===== config.mk =====
export PLATFORM = sky130hd
export DESIGN_NAME = mesi_snoop_cache
export DESIGN_NICKNAME = d
export VERILOG_FILES = /design/src/rtl/mesi_snoop_cache.sv
export SDC_FILE = /design/constraint.sdc
export NUM_CORES = 1
export LEC_CHECK = 0
export CORE_ASPECT_RATIO = 0.75
export CORE_MARGIN = 5
export CORE_UTILIZATION = 59
export CTS_CLUSTER_SIZE = 40
export DETAILED_ROUTE_END_ITERATION = 6
export PLACE_DENSITY_LB_ADDON = 0.3
export SYNTH_ARGS = -nofsm -noshare
export SYNTH_HDL_FRONTEND = slang
export SYNTH_SLANG_ARGS = --single-unit

===== constraint.sdc =====
create_clock -name clock -period 5.9 [get_ports clock]
set_input_delay 1.475 -clock clock [delete_from_list [all_inputs] [get_ports clock]]
set_output_delay 1.475 -clock clock [all_outputs]
set_load 0.005 [all_outputs]

===== src/rtl/mesi_snoop_cache.sv =====
// mesi_snoop_cache: direct-mapped MESI snooping cache controller
// with bus arbitration, dirty-victim writeback and hit/miss counters.
module mesi_snoop_cache #(
  parameter int LINES  = 4,
  parameter int ADDR_W = 5,
  parameter int DATA_W = 3,
  parameter int CNT_W  = 8
) (
  input  logic              clock,
  input  logic              clear,
  input  logic              req_valid,
  output logic              req_ready,
  input  logic              req_write,
  input  logic [ADDR_W-1:0] req_addr,
  input  logic [DATA_W-1:0] req_wdata,
  output logic              rsp_valid,
  output logic [DATA_W-1:0] rsp_data,
  output logic              bus_req,
  input  logic              bus_gnt,
  output logic [2:0]        bus_cmd,
  output logic [ADDR_W-1:0] bus_addr,
  output logic [DATA_W-1:0] bus_wdata,
  input  logic              bus_resp_valid,
  input  logic [DATA_W-1:0] bus_resp_data,
  input  logic              bus_resp_shared,
  input  logic [2:0]        snoop_cmd,
  input  logic [ADDR_W-1:0] snoop_addr,
  output logic              snoop_shared,
  output logic              snoop_flush,
  output logic [DATA_W-1:0] snoop_data,
  output logic [CNT_W-1:0]  hit_count,
  output logic [CNT_W-1:0]  miss_count
);
  localparam int IDX_W = $clog2(LINES);
  localparam int TAG_W = ADDR_W - IDX_W;

  localparam logic [1:0] ST_I = 2'b00;
  localparam logic [1:0] ST_S = 2'b01;
  localparam logic [1:0] ST_E = 2'b10;
  localparam logic [1:0] ST_M = 2'b11;

  localparam logic [2:0] C_NONE  = 3'd0;
  localparam logic [2:0] C_RD    = 3'd1;
  localparam logic [2:0] C_RDX   = 3'd2;
  localparam logic [2:0] C_UPGR  = 3'd3;
  localparam logic [2:0] C_FLUSH = 3'd4;

  typedef enum logic [2:0] {
    IDLE, LOOKUP, WB, MISS, FILL, UPGR, DONE
  } fsm_t;

  fsm_t fsm;

  logic [1:0]        line_st   [LINES];
  logic [TAG_W-1:0]  line_tag  [LINES];
  logic [DATA_W-1:0] line_data [LINES];

  logic              cur_write;
  logic [ADDR_W-1:0] cur_addr;
  logic [DATA_W-1:0] cur_wdata;

  logic [IDX_W-1:0] ri;
  logic [TAG_W-1:0] rt;
  logic [1:0]       cur_st;
  logic             hit;

  logic [IDX_W-1:0] s_idx;
  logic [TAG_W-1:0] s_tag;
  logic [1:0]       s_st;
  logic [1:0]       s_next;
  logic             s_hit;
  logic             s_upd;
  logic             s_flush;
  logic             s_shared;

  logic kill;
  logic lost;
  logic gnt_ok;

  assign ri     = cur_addr[IDX_W-1:0];
  assign rt     = cur_addr[ADDR_W-1:IDX_W];
  assign cur_st = line_st[ri];
  assign hit    = (cur_st != ST_I) && (line_tag[ri] == rt);
  assign s_idx  = snoop_addr[IDX_W-1:0];
  assign s_tag  = snoop_addr[ADDR_W-1:IDX_W];
  assign kill   = s_upd && (s_idx == ri);
  assign gnt_ok = bus_req && bus_gnt && !lost;

  function automatic logic [CNT_W-1:0] sat_inc(
    input logic [CNT_W-1:0] v
  );
    return (v == '1) ? v : v + CNT_W'(1);
  endfunction

  // Snoop decode: next line state and the responses to register
  always_comb begin
    s_st     = line_st[s_idx];
    s_hit    = (snoop_cmd != C_NONE) && (s_st != ST_I) &&
               (line_tag[s_idx] == s_tag);
    s_next   = s_st;
    s_flush  = 1'b0;
    s_shared = 1'b0;
    if (s_hit) begin
      case (snoop_cmd)
        C_RD: begin
          s_next   = ST_S;
          s_flush  = (s_st == ST_M);
          s_shared = 1'b1;
        end
        C_RDX: begin
          s_next   = ST_I;
          s_flush  = (s_st == ST_M);
          s_shared = 1'b1;
        end
        C_UPGR: begin
          if (s_st == ST_S) s_next = ST_I;
        end
        default: ;
      endcase
    end
    s_upd = s_hit && (s_next != s_st);
  end

  // A pending flush or upgrade is abandoned once a snoop took the line
  always_comb begin
    lost = 1'b0;
    if (fsm == WB)
      lost = (cur_st != ST_M) || kill;
    else if (fsm == UPGR)
      lost = (cur_st != ST_S) || kill;
  end

  // Bus command is driven only in the granted cycle
  always_comb begin
    bus_cmd   = C_NONE;
    bus_addr  = '0;
    bus_wdata = '0;
    if (gnt_ok) begin
      case (fsm)
        WB: begin
          bus_cmd   = C_FLUSH;
          bus_addr  = {line_tag[ri], ri};
          bus_wdata = line_data[ri];
        end
        MISS: begin
          bus_cmd  = cur_write ? C_RDX : C_RD;
          bus_addr = cur_addr;
        end
        UPGR: begin
          bus_cmd  = C_UPGR;
          bus_addr = cur_addr;
        end
        default: ;
      endcase
    end
  end

  // Registered snoop responses, one cycle after the snooped command
  always_ff @(posedge clock or negedge clear) begin
    if (!clear) begin
      snoop_shared <= 1'b0;
      snoop_flush  <= 1'b0;
      snoop_data   <= '0;
    end else begin
      snoop_shared <= s_shared;
      snoop_flush  <= s_flush;
      snoop_data   <= s_flush ? line_data[s_idx] : '0;
    end
  end

  // Line array and request FSM; FSM writes follow snoop writes so a fill wins
  always_ff @(posedge clock or negedge clear) begin
    if (!clear) begin
      for (int i = 0; i < LINES; i++) begin
        line_st[i]   <= ST_I;
        line_tag[i]  <= '0;
        line_data[i] <= '0;
      end
      fsm        <= IDLE;
      req_ready  <= 1'b1;
      rsp_valid  <= 1'b0;
      rsp_data   <= '0;
      bus_req    <= 1'b0;
      cur_write  <= 1'b0;
      cur_addr   <= '0;
      cur_wdata  <= '0;
      hit_count  <= '0;
      miss_count <= '0;
    end else begin
      if (s_upd) line_st[s_idx] <= s_next;
      case (fsm)
        IDLE: begin
          if (req_valid) begin
            cur_write <= req_write;
            cur_addr  <= req_addr;
            cur_wdata <= req_wdata;
            req_ready <= 1'b0;
            fsm       <= LOOKUP;
          end
        end
        LOOKUP: begin
          if (!kill) begin
            if (hit) begin
              hit_count <= sat_inc(hit_count);
              if (!cur_write) begin
                rsp_data  <= line_data[ri];
                rsp_valid <= 1'b1;
                fsm       <= DONE;
              end else if (cur_st != ST_S) begin
                line_data[ri] <= cur_wdata;
                line_st[ri]   <= ST_M;
                rsp_data      <= cur_wdata;
                rsp_valid     <= 1'b1;
                fsm           <= DONE;
              end else begin
                bus_req <= 1'b1;
                fsm     <= UPGR;
              end
            end else begin
              miss_count <= sat_inc(miss_count);
              bus_req    <= 1'b1;
              fsm        <= (cur_st == ST_M) ? WB : MISS;
            end
          end
        end
        WB: begin
          if (lost) begin
            fsm <= MISS;
          end else if (gnt_ok) begin
            line_st[ri] <= ST_I;
            fsm         <= MISS;
          end
        end
        MISS: begin
          if (gnt_ok) begin
            bus_req <= 1'b0;
            fsm     <= FILL;
          end
        end
        FILL: begin
          if (bus_resp_valid) begin
            line_tag[ri] <= rt;
            if (cur_write) begin
              line_data[ri] <= cur_wdata;
              line_st[ri]   <= ST_M;
              rsp_data      <= cur_wdata;
            end else begin
              line_data[ri] <= bus_resp_data;
              line_st[ri]   <= bus_resp_shared ? ST_S : ST_E;
              rsp_data      <= bus_resp_data;
            end
            rsp_valid <= 1'b1;
            fsm       <= DONE;
          end
        end
        UPGR: begin
          if (lost) begin
            miss_count <= sat_inc(miss_count);
            fsm        <= MISS;
          end else if (gnt_ok) begin
            line_st[ri]   <= ST_M;
            line_data[ri] <= cur_wdata;
            rsp_data      <= cur_wdata;
            rsp_valid     <= 1'b1;
            bus_req       <= 1'b0;
            fsm           <= DONE;
          end
        end
        DONE: begin
          rsp_valid <= 1'b0;
          req_ready <= 1'b1;
          fsm       <= IDLE;
        end
        default: fsm <= IDLE;
      endcase
    end
  end
endmodule


## Word level (Yosys, flattened, before mapping)

Index checks and enable logic that the tools add are counted.

- Flip-flop bits (word level): 71
- Output and inout port bits: 38

- Add/subtract/negate cells: 2
- Order comparisons: 4
- Eq/ne operators: 36
- Mux-type cells: 112
- Bitwise logic cells: 7
- Reduce and logical (&&, ||, !) cells: 33

Operators with widths:

| operator | count |
|---|---|
| $mux W8 | 15 |
| $mux W12 | 8 |
| $mux W3 | 30 |
| $bwmux W12 | 3 |
| $pmux W12 S3 | 1 |
| $pmux W8 S4 | 1 |
| $bmux W3 S2 | 4 |
| $mux W2 | 12 |
| $ne A2 B2 Y1 const B | 12 |
| $mux W1 | 21 |
| $pmux W3 S3 | 2 |
| $pmux W3 S6 | 1 |
| $add A8 B1 Y8 const B | 2 |
| $bwmux W8 | 2 |
| $eq A8 B8 Y1 const B | 2 |
| $pmux W8 S2 | 1 |
| $ne A3 B3 Y1 const B | 5 |
| $reduce_and A7 Y1 | 2 |
| $eq A3 B2 Y1 const B | 4 |
| $pmux W5 S2 | 1 |
| $eq A3 B3 Y1 const B | 3 |
| $logic_and A1 B1 Y1 | 9 |
| $reduce_bool A3 Y1 | 3 |
| $and A8 B8 Y8 | 1 |
| other kinds (32) | 49 |

## Logic depth before layout (Yosys ltp)

- Depth in word-level cells: 19
- Mapped depth: 10
- Depth with buffers taken out: 7

## Worst setup path before layout

OpenSTA, ideal clock, no wires.

- Kind: in2out
- From: in snoop_addr[0]
- To: out bus_addr[2]
- Setup slack: 1.033 ns
- Required time: 4.425 ns
- Arrival: 3.392 ns
- Cell stages on the path: 9
- Path through: buf_6 -> mux4_2 -> nor4b_2 -> a311o_1 -> and4b_4 -> o21ai_0 -> and3_1 -> clkbuf_1 -> a22o_1

- Cells in the longest elaborated chain, start to end: 17

RTL lines:

| what | RTL line | source |
|---|---|---|
| from (decl) | 27 | `input logic [ADDR_W-1:0] snoop_addr,` |
| $not A2 Y3 (implied by the code) | 97, 99 |  |
| $bmux W2 S2 | 97 | `s_st = line_st[s_idx];` |
| $mux W2 (implied by the code) (2 in series) | 97 |  |
| $eq A2 B1 Y1 or $reduce_bool A2 Y1 (tied branches) | 116, 98 |  |
| $mux W2 or $logic_and A1 B1 Y1 (tied branches) | 116, 98 |  |
| $pmux W2 S3 or $logic_and A1 B1 Y1 (tied branches) | 104, 98 |  |
| $mux W2 | 103 | `if (s_hit) begin` |
| $ne A2 B2 Y1 | 121 | `s_upd = s_hit && (s_next != s_st);` |
| $logic_and A1 B1 Y1 | 121 |  |
| $logic_and A1 B1 Y1 (*) | 86 | `assign kill = s_upd && (s_idx == ri);` |
| $logic_or A1 B1 Y1 | 130 | `lost = (cur_st != ST_S) \|\| kill;` |
| $mux W1 | 129 | `else if (fsm == UPGR)` |
| $mux W1 (*) | 127 | `if (fsm == WB)` |
| $logic_not A1 Y1 (*) | 87 | `assign gnt_ok = bus_req && bus_gnt && !lost;` |
| $logic_and A1 B1 Y1 (*) | 87 |  |
| $mux W5 (*) | 138 | `if (gnt_ok) begin` |
| to (decl) | 21 | `output logic [ADDR_W-1:0] bus_addr,` |

Every way passes the cells marked *; elsewhere a longest branch is shown, timed or not. The select of a mux whose other input is x is not followed.

## Worst setup path after layout

- From: in snoop_cmd[0]
- To: out bus_addr[2]

- Cells in the longest elaborated chain, start to end: 13

RTL lines:

| what | RTL line | source |
|---|---|---|
| from (decl) | 26 | `input logic [2:0] snoop_cmd,` |
| parallel branches: the longest is 5 deep, another holds $eq A3 B2 Y1 | n/a |  |
| $logic_and A1 B1 Y1 (*) | 121 |  |
| $logic_and A1 B1 Y1 (*) | 86 |  |
| $logic_or A1 B1 Y1 | 130 |  |
| $mux W1 | 129 |  |
| $mux W1 (*) | 127 |  |
| $logic_not A1 Y1 (*) | 87 |  |
| $logic_and A1 B1 Y1 (*) | 87 |  |
| $mux W5 (*) | 138 |  |

Mark *: on every way between the ends.

==> key figures <==
Floorplan
  – Chip height: 83.1 um
  – Area of the die: 8930 um2
  – I/O pin count: 64
  – Row count: 26
  – Initial Util: 61.2%
  – Die X: 107 um
  – CORE AREA: 6860 um2

Critical path
  – Crit Path Class: input pin to output port
  – Worst Setup SP: snoop_cmd[0]
  – Startpoint Class: input pin
  – Crit path DAT: 4300 ps
  – CP endpoint kind: output port
  – CP Cell Sequence: clkdlybuf4s50_1 -> nand2_1 -> o22a_1 -> a311o_1 -> and4b_4 -> o21ai_0 -> and3_1 -> buf_4 -> a22o_1 -> clkdlybuf4s50_1
  – Cell family with the largest share of critical-path delay: buffers and inverters
  – R2r startpoint: cur_addr[0]
  – Worst path bufs/invs: 3
  – Crit path largest cell delay: 660 ps
  – Crit path max-delay cell type: clkdlybuf4s50_1
  – Most frequent CP cell: clkdlybuf4s50_1
  – Req. time, crit path: 4430 ps
  – Worst Path Max Fanout: 7

GRT
  – Vias in the first global route: 3478
  – Grt ovf: 0
  – Met3 usage: 6.67%
  – Met2 Usage GRT: 40.3%
  – Initial antenna violation count: 0
  – Pin count of the biggest net entering global routing: 72
  – First-pass GRT wire length: 17.7 mm
  – Total global-route track usage: 25.8%
  – GRT Max-Usage Layer: met2
  – Met1 Usage GRT: 34.4%

Logic synthesis
  – Cells after Synth: 374
  – Synth Flop Type: dfrtp_1
  – Seq/Total Area, Yosys: 42.3%
  – Syn. warnings: 0
  – Largest area contributor in the netlist: dfrtp_1
  – Synth top area share: 41.7%
  – Post-Syn Area per Cell: 11.2 um2
  – Async S/R FF share, synth: 100%
  – Post-synth EDFFs: 0
  – Netlist Area Pre-Place: 4200 um2
  – FF+latch count, synth: 71
  – Top cells by area, synth: dfrtp_1 (42%), mux2_2 (12%), mux4_2 (8.0%), xnor2_1 (3.1%), nand2_1 (2.7%)
  – Cell variety after synth: 57
  – Syn Nets: 402

Clock tree
  – Clock Tree Buf Depth: 2
  – CTS H-tree lvls: 3
  – Worst-path clk slew: 80 ps
  – Post-CTS Hold Buffers: 0
  – Clk root buf: clkbuf_8
  – Clk_lat worst skew: 360 ps
  – CTS tree: built
  – TritonCTS Sinks: 71
  – Inserted Clock Buffers: 9

Layout
  – Most common cell after layout, fill and taps aside: dfrtp_1
  – Synth-to-layout area growth: 25.1%
  – Final cell count without fillers: 553
  – Share of cells above drive strength 1: 24.8%
  – Fin util: 76.6%
  – Fillers: 445
  – Fin area: 5260 um2
  – Diode count: 0
  – Most frequent cells in the layout: dfrtp_1 (70), clkdlybuf4s50_1 (60), mux2_2 (44), nand2_1 (30), nor2_1 (22)
  – Nets@finish: 478

Timing
  – Final setup TNS: 0 ps
  – Setup-failing EPs final: 0
  – Worst Hold Margin: 498 ps
  – Final Critical Period: 5770 ps
  – RSZ-0062 raised after global routing: no
  – Relative slew margins: 40.5%
  – Clock Skew: 6.86 ps
  – Max Freq: 0.173 GHz
  – Slew @ Worst Pin: 893 ps
  – Tcrit/Tclk final: 97.8%
  – Slew Limit Fails: 0
  – Slack of the critical path: 128 ps
  – Hold Violations, Final: 0

Drt
  – Via Count: 3451
  – Drt total wl: 10.9 mm
  – WL per Instance: 19.8 um
  – DRC violations left: 0
  – First DRT Iteration DRCs: 272
  – Via-to-Cell Ratio: 6.24
  – DR pass1 iterations: 5
  – Number of routed nets with antenna violations: 0

Placed design
  – Port Buffers: 63
  – Detailed placer's ending HPWL: 8.01 mm
  – Inst Count DP: 534
  – Setup WS pre-CTS: -75.7 ps
  – Placed cell area: 4990 um2
  – Placer congestion estimate: 0.923

Pwr
  – Static Leak: 2.21 nW
  – Worst VDD drop: 265 uV
  – Final Total Pwr: 2.61 mW
  – Cell Pwr Density: 497 nW/um2

Worst hold path
  – Worst min path class: flip-flop to flip-flop
  – HP Start: hit_count[6]

Flow run
  – Max cap viols: 0

Status
  – Outcome: finished, final reports clean
==> synthesized netlist by cell type, drive strengths merged (3+ instances only) <==
| cell | n |
|---|---|
| inv | 7 |
| nand2b | 4 |
| o22ai | 6 |
| nor3b | 3 |
| o21ai | 7 |
| xnor2 | 15 |
| nand2 | 31 |
| o21a | 3 |
| o22a | 4 |
| clkbuf | 10 |
| mux2i | 8 |
| dfrtp | 70 |
| and2 | 7 |
| nor3 | 5 |
| a22o | 8 |
| and3 | 10 |
| a31oi | 4 |
| xor2 | 7 |
| buf | 7 |
| mux4 | 15 |
| nor2b | 12 |
| nor2 | 27 |
| mux2 | 45 |
| a21oi | 11 |
| nand3 | 12 |
| nand4 | 7 |
==> registers in the layout (all words and copies together), names as in the netlist <==
register / flops
fsm: 3
cur_wdata: 3
miss_count: 8
rsp_valid: 1
line_st: 8
line_data: 12
cur_write: 1
snoop_flush: 1
bus_req: 1
line_tag: 12
snoop_shared: 1
rsp_data: 3
snoop_data: 3
req_ready: 1
cur_addr: 5
hit_count: 8
==> what timing repair did <==
action	in CTS	in global routing
setup endpoints to repair	8	8
gates resized for setup	2	3
buffers inserted	2	1
pin swaps	2	1
==> where the power goes <==
part | internal [mW] | total, mW | switching [mW] | leakage (nW)
Clock | 0.243 | 0.449 | 0.206 | 0.111
Sequential | 0.679 | 0.924 | 0.245 | 0.900
Combinational | 0.656 | 1.24 | 0.585 | 1.20
==> cell type report <==
class,count,area [um2],area share (%)
multi-input cells,279,2330,44.3
flip-flops and latches,71,1780,33.8
repair buffers,82,773,14.7
clock buffers,9,124,2.36
well taps,98,123,2.33
clock inverters,7,103,1.95
inverters,7,26.3,0.500
==> kinds of logic (layout without fill, tap and decap cells) <==
kind of cell | after synthesis | after routing | share of synthesized area, %
compound gates | 59 | 59 | 10.4
xor+xnor | 22 | 22 | 4.58
fa+ha+maj | 2 | 2 | 0.595
buf+inv | 24 | 105 | 2.59
flops | 71 | 71 | 42.3
mux | 68 | 68 | 22.0
simple gates | 128 | 128 | 17.6
==> final timing paths <==
path	endpoint	slack (ps)	cells past startpoint
worst max-delay path	bus_addr[2]	130	10
worst min-delay path	hit_count[6]	500	1
worst max register to register	line_data[9]	2730	8
worst min register to register	hit_count[6]	500	1
max in group asynchronous	line_tag[5]	4000	2
min in group asynchronous	miss_count[6]	1310	2
==> layer usage <==
layer | up-vias | part of all wire (%) | wire length, um
li1 | 1540 | - | -
met1 | 1719 | 42 | 4570
met2 | 170 | 49 | 5310
met3 | 22 | 7.9 | 865
met4 | 0 | 1.6 | 180
met5 | - | 0 | 0
No activity file was read; power rests on OpenSTA's default activity.
